## src/rtl/branch_predict_resolve.sv

```systemverilog
// Branch prediction and resolution for the EX stage.
// A direct-mapped BTB with 2-bit saturating counters supplies the IF-stage
// next-PC prediction. EX resolves conditional branches and jumps, compares
// the real outcome with the prediction carried down the pipe, and requests
// a flush/redirect only when the two disagree. Two saturating statistics
// counters track resolved control-flow instructions and mispredicts.
//
// Qualifier rule: EX_VALID marks a real instruction in EX. When it is low,
// nothing in EX can flush, train the BTB or bump a counter, whatever the
// other EX inputs show. There is no ready/backpressure path.

module branch_predict_resolve #(
  parameter int ENTRIES = 16,
  parameter int CNT_W   = 32
) (
  input  logic             CLK,
  input  logic             RESET,
  // fetch-side lookup
  input  logic [31:0]      IF_PC,
  output logic             PRED_TAKEN,
  output logic [31:0]      PRED_TARGET,
  // execute-side resolution
  input  logic             EX_VALID,
  input  logic             BRANCH,
  input  logic             JUMP,
  input  logic             JALR,
  input  logic             ZERO,
  input  logic [31:0]      ALU_OUT,
  input  logic [2:0]       Func3,
  input  logic [31:0]      PC,
  input  logic [31:0]      IMM_VALUE,
  input  logic             EX_PRED_TAKEN,
  input  logic [31:0]      EX_PRED_TARGET,
  output logic [31:0]      NEXT_PC,
  output logic             MUX_SELECT,
  output logic             FLUSH,
  // statistics
  output logic [CNT_W-1:0] BRANCH_COUNT,
  output logic [CNT_W-1:0] MISPREDICT_COUNT
);

  localparam int IDX_W = $clog2(ENTRIES);
  localparam int TAG_W = 32 - IDX_W - 2;

  // ---------------------------------------------------------------------
  // BTB storage
  // ---------------------------------------------------------------------
  logic             valid_q   [ENTRIES];
  logic [TAG_W-1:0] tag_q     [ENTRIES];
  logic [31:0]      target_q  [ENTRIES];
  logic [1:0]       ctr_q     [ENTRIES];
  logic             is_jump_q [ENTRIES];

  // ---------------------------------------------------------------------
  // IF lookup (purely from registered state, no bypass of EX updates)
  // ---------------------------------------------------------------------
  logic [IDX_W-1:0] if_idx;
  logic [TAG_W-1:0] if_tag;
  logic             if_hit;
  logic             if_pc_unused;

  assign if_idx = IF_PC[IDX_W+1:2];
  assign if_tag = IF_PC[31:IDX_W+2];
  // Instructions are word aligned; the byte offset takes no part in lookup.
  assign if_pc_unused = ^IF_PC[1:0];

  // Predict taken on a hit that is either a jump or a strongly/weakly taken branch
  always_comb begin
    if_hit      = valid_q[if_idx] && (tag_q[if_idx] == if_tag);
    PRED_TAKEN  = if_hit && (is_jump_q[if_idx] || ctr_q[if_idx][1]);
    PRED_TARGET = PRED_TAKEN ? target_q[if_idx] : 32'd0;
  end

  // ---------------------------------------------------------------------
  // EX resolution
  // ---------------------------------------------------------------------
  logic [IDX_W-1:0] ex_idx;
  logic [TAG_W-1:0] ex_tag;
  logic             ex_hit;
  logic             is_cf;
  logic             cond;
  logic             actual_taken;
  logic [31:0]      pc_plus4;
  logic [31:0]      res_target;
  logic             mis_dir;
  logic             mis_tgt;
  logic             alias_hit;

  assign ex_idx = PC[IDX_W+1:2];
  assign ex_tag = PC[31:IDX_W+2];

  // Evaluate the branch condition from the ALU flags and selected compare
  always_comb begin
    cond = 1'b0;
    case (Func3)
      3'b000:         cond = ZERO;
      3'b001:         cond = ~ZERO;
      3'b100, 3'b110: cond = ALU_OUT[0];
      3'b101, 3'b111: cond = ~ALU_OUT[0];
      default:        cond = 1'b0;
    endcase
  end

  // Resolve direction, target and whether the prediction was wrong
  always_comb begin
    is_cf        = BRANCH | JUMP;
    // A jump is always taken, so JUMP dominates when BRANCH is also set.
    actual_taken = JUMP | (BRANCH & cond);
    pc_plus4     = PC + 32'd4;
    res_target   = JALR ? {ALU_OUT[31:1], 1'b0} : (PC + IMM_VALUE);
    ex_hit       = valid_q[ex_idx] && (tag_q[ex_idx] == ex_tag);

    mis_dir   = is_cf & (actual_taken != EX_PRED_TAKEN);
    mis_tgt   = is_cf & actual_taken & EX_PRED_TAKEN & (res_target != EX_PRED_TARGET);
    // A non-control instruction predicted taken: the BTB entry aliased it.
    alias_hit = ~is_cf & EX_PRED_TAKEN;

    FLUSH      = EX_VALID & (mis_dir | mis_tgt | alias_hit);
    MUX_SELECT = FLUSH;
    NEXT_PC    = actual_taken ? res_target : pc_plus4;
  end

  // ---------------------------------------------------------------------
  // BTB training
  // ---------------------------------------------------------------------
  logic       upd_en;
  logic       inv_en;
  logic [1:0] ctr_cur;
  logic [1:0] ctr_inc;
  logic [1:0] ctr_dec;

  // Saturating counter neighbours of the entry being resolved
  always_comb begin
    upd_en  = EX_VALID & is_cf;
    inv_en  = EX_VALID & alias_hit & ex_hit;
    ctr_cur = ctr_q[ex_idx];
    ctr_inc = (ctr_cur == 2'b11) ? 2'b11 : (ctr_cur + 2'd1);
    ctr_dec = (ctr_cur == 2'b00) ? 2'b00 : (ctr_cur - 2'd1);
  end

  // Allocate or train the indexed entry; drop entries that aliased; reset wins
  always_ff @(posedge CLK) begin
    if (!RESET) begin
      for (int i = 0; i < ENTRIES; i++) begin
        valid_q[i]   <= 1'b0;
        tag_q[i]     <= '0;
        target_q[i]  <= 32'd0;
        ctr_q[i]     <= 2'b01;
        is_jump_q[i] <= 1'b0;
      end
    end else if (upd_en) begin
      valid_q[ex_idx]   <= 1'b1;
      tag_q[ex_idx]     <= ex_tag;
      is_jump_q[ex_idx] <= JUMP;
      if (!ex_hit) begin
        target_q[ex_idx] <= actual_taken ? res_target : pc_plus4;
        ctr_q[ex_idx]    <= actual_taken ? 2'b10 : 2'b01;
      end else if (actual_taken) begin
        target_q[ex_idx] <= res_target;
        ctr_q[ex_idx]    <= ctr_inc;
      end else begin
        ctr_q[ex_idx]    <= ctr_dec;
      end
    end else if (inv_en) begin
      valid_q[ex_idx] <= 1'b0;
    end
  end

  // ---------------------------------------------------------------------
  // Statistics
  // ---------------------------------------------------------------------
  localparam logic [CNT_W-1:0] CNT_MAX = '1;

  // Count resolved control flow and flushes, holding at all-ones
  always_ff @(posedge CLK) begin
    if (!RESET) begin
      BRANCH_COUNT     <= '0;
      MISPREDICT_COUNT <= '0;
    end else begin
      if (upd_en && (BRANCH_COUNT != CNT_MAX))
        BRANCH_COUNT <= BRANCH_COUNT + 1'b1;
      if (FLUSH && (MISPREDICT_COUNT != CNT_MAX))
        MISPREDICT_COUNT <= MISPREDICT_COUNT + 1'b1;
    end
  end

endmodule
```

## config.mk

```make
export PLATFORM = sky130hd
export DESIGN_NAME = branch_predict_resolve
export DESIGN_NICKNAME = d
export VERILOG_FILES = /design/src/rtl/branch_predict_resolve.sv
export SDC_FILE = /design/constraint.sdc
export NUM_CORES = 2
export LEC_CHECK = 0
export CORE_MARGIN = 8
export CORE_UTILIZATION = 41
export DETAILED_ROUTE_END_ITERATION = 6
export HOLD_SLACK_MARGIN = 0.05
export SLEW_MARGIN = 10
export SYNTH_ARGS = -nofsm -noshare
export SYNTH_HDL_FRONTEND = slang
export SYNTH_SLANG_ARGS = --single-unit
```

## constraint.sdc

```tcl
create_clock -name CLK -period 11.3 [get_ports CLK]
set_clock_uncertainty 0.05 [all_clocks]
set_input_delay 1.695 -clock CLK [delete_from_list [all_inputs] [get_ports CLK]]
set_output_delay 1.695 -clock CLK [all_outputs]
set_load 0.05 [all_outputs]
```

==> flow_metrics.tcl <==
set metrics [dict create \
    clockBufferDepth 3 \
    num_io_pins 302 \
    post-layout-total-power_mw 9.48 \
    grt_pass1_vias 36347 \
    clk-insertion-delay-late_ns 0.75 \
    h-tree-depth 3 \
    wirelength_mm 184 \
    critPathSlowestCell "clkdlybuf4s50_1" \
    die_area_um2 144000 \
    wl_per_cell_um 30.3 \
    timing.slew.headroom 0.157 \
    rows 133 \
    fin_setup_tns_ns 0 \
    final_cell_mix "960 x edfxtp_1, 613 x nor2_1, 439 x mux4_2, 289 x clkdlybuf4s50_1, 235 x and3_1" \
    place_congestion 0.914 \
    cp.arrival_ns 7.67 \
    synth-main-ff-cell "edfxtp_1" \
    reg2regPathDepth 13 \
    nets 4429 \
    crit_path_max_incr_delay_ns 1.00 \
    synthTopCellsByArea "edfxtp_1 53%, mux4_2 18%, nor2_1 4.3%" \
    worstSetupEndpointType "output port" \
    rr_startpoint "tag_q[3][11]$_SDFFCE_PN0P_" \
    gr-usage-met3 0.0524 \
    core_area_um2 131000 \
    worstSetupPathType "in2out" \
    drive_gt1_frac 0.198 \
    hold_viol_final 0 \
    die_h_um 380 \
    holdPathEnd "is_jump_q[6]$_DFF_P_" \
    start_util 0.413 \
    cap_viol_max_count 0 \
    multi_input_area_um2 22000 \
    syn_area_um2 54200 \
    post_cts_buffers 0 \
    clkTransAtPathRegs_ns 0.06 \
    antenna_found_initial 17 \
    fmax_ghz 0.106 \
    hold_buffers 0 \
    grt_usage 0.246 \
    vias 37023 \
    clockRootBuffer "clkbuf_16" \
    vias_per_cell 6.10 \
    clock_sinks 1056 \
    syn_to_final_growth_pct 15.7 \
    grt-ovfl-total 0 \
    timing.final.ws_setup_ns 1.88 \
    port_buffers 299 \
    use_met1 0.334 \
    worstHoldPathType "reg2reg" \
    hp-start "is_jump_q[6]$_DFF_P_" \
    grt_max_degree 112 \
    pre_cts_ws_ns 1.96 \
    p_leak_nw 22.0 \
    post-route-util 0.478 \
    final_common_cell "edfxtp_1" \
    peakVddDrop_mv 0.159 \
    ant_nets 0 \
    min_period_over_period 0.833 \
    drt_iter0_drc 4590 \
    firstDrtPassIters 5 \
    postSynthAreaPerCell_um2 13.4 \
    ys.warnings.count 0 \
    start_kind "input port" \
    power_density_nw_per_um2 151 \
    critPathMaxFanout 20 \
    top_usage_layer "met2" \
    r2r-end "target_q[7][30]$_SDFFCE_PN0P_" \
    maxSlewViolCount 0 \
    use_met2 0.397 \
    synth_top_area_frac 0.532 \
    path_cells "clkdlybuf4s50_1 -> ha_1 -> a21oi_1 -> o21ai_0 -> a21oi_1 -> o221ai_1 -> o31ai_1 -> or4b_2 -> o2111ai_1 -> or4_1 -> or4_4 -> nand2_1 -> inv_1 -> clkdlybuf4s50_1" \
    synthArstFlopShare 0 \
    fillers 11395 \
    r2r_setup_slack_ns 6.10 \
    die-width_um 380 \
    syn_inst 4046 \
    cts_made_buffers 113 \
    synth-seq-cells 1056 \
    finalSetupViolCount 0 \
    grt_setup_unrepaired "false" \
    cp.required_ns 9.56 \
    worst_pin_slew_ns 1.24 \
    dpl.hpwl_mm 112 \
    outcome "finished clean" \
    cts_tree "yes" \
    grt_pass1_wl_mm 263 \
    register_area_um2 30700 \
    seq_area_frac_synth 0.567 \
    syn-num-nets 4255 \
    synthDistinctLibCells 80 \
    min_period_ns 9.42 \
    drc 0 \
    whs_path_depth 2 \
    synth_edf_count 960 \
    synth_top_area_cell "edfxtp_1" \
    cts_resized 0 \
]
==> logic make-up after synthesis <==
group                    share of synthesized area
AO/OA/AOI/OAI                               0.0401
XOR/XNOR                                    0.0252
adder cells (fa/ha/maj)                    0.00891
buffers and inverters                       0.0313
flip-flops                                   0.567
multiplexers                                 0.186
AND/OR/NAND/NOR                              0.141
==> Yosys cell counts (40+ instances only) <==
library cell / n
buf_1: 51
edfxtp_1: 960
xnor2_1: 95
and2_1: 229
xor2_1: 59
clkbuf_1: 302
o21ai_0: 76
mux4_2: 439
nand4_1: 51
inv_1: 60
nor2_1: 615
and3_1: 235
nand2_1: 236
a21oi_1: 100
nand3_1: 47
nor2b_1: 40
dfxtp_1: 96
==> per-layer routing <==
layer / up-vias / share of wire / wire length, um
met5: - / 0.00034 / 63
met4: 10 / 0.034 / 6250
met3: 321 / 0.098 / 18100
met2: 1992 / 0.47 / 87000
met1: 19123 / 0.39 / 72500
li1: 15577 / - / -
==> registers in the layout, indices dropped and copies added, names as in the netlist <==
register	cells
BRANCH_COUNT	32
tag_q	416
is_jump_q	16
target_q	512
ctr_q	32
valid_q	16
MISPREDICT_COUNT	32
==> stage by stage <==
step                cell area (um^2)  cells  hold slack, ns
floorplan                      54200   4046           0.381
global placement               59200   5860           0.395
detailed placement             59200   5860           0.394
CTS                            62700   6063           0.404
global route                   62700   6063           0.427
finish                         62700   6066           0.405
==> critical path: cells and delay by family <==
kind / cells / cell delay (ns)
fa+ha+maj: 1 / 0.72
buf+inv: 3 / 1.83
simple gates: 4 / 1.59
compound gates: 6 / 1.79
==> power by group <==
| part | internal [mW] | switching (mW) |
|---|---|---|
| registers | 4.46 | 0.0726 |
| clock network | 1.97 | 1.60 |
| logic | 0.529 | 0.844 |
| total | 6.96 | 2.52 |
==> final cells by class <==
type,count,area share
Sequential cell,1056,0.490
Antenna cell,3,0.000120
Inverter,61,0.00365
Multi-Input combinational cell,2555,0.351
Tap cell,1755,0.0350
Clock inverter,60,0.00836
Clock buffer,143,0.0474
Timing Repair Buffer,433,0.0639
==> worst max path at each step <==
| stage | slack [ns] | cells past startpoint | startpoint | end |
|---|---|---|---|---|
| 2_1_floorplan | 4.05 | 14 | PC[0] | MUX_SELECT |
| 3_3_place_gp | 2.04 | 14 | PC[16] | MUX_SELECT |
| 3_5_place_dp | 1.96 | 14 | PC[16] | MUX_SELECT |
| 4_1_cts | 1.92 | 14 | PC[16] | MUX_SELECT |
| 5_1_grt | 1.64 | 14 | PC[16] | MUX_SELECT |
| 6_report | 1.88 | 14 | PC[16] | MUX_SELECT |
(Power assumes the default switching activity.)
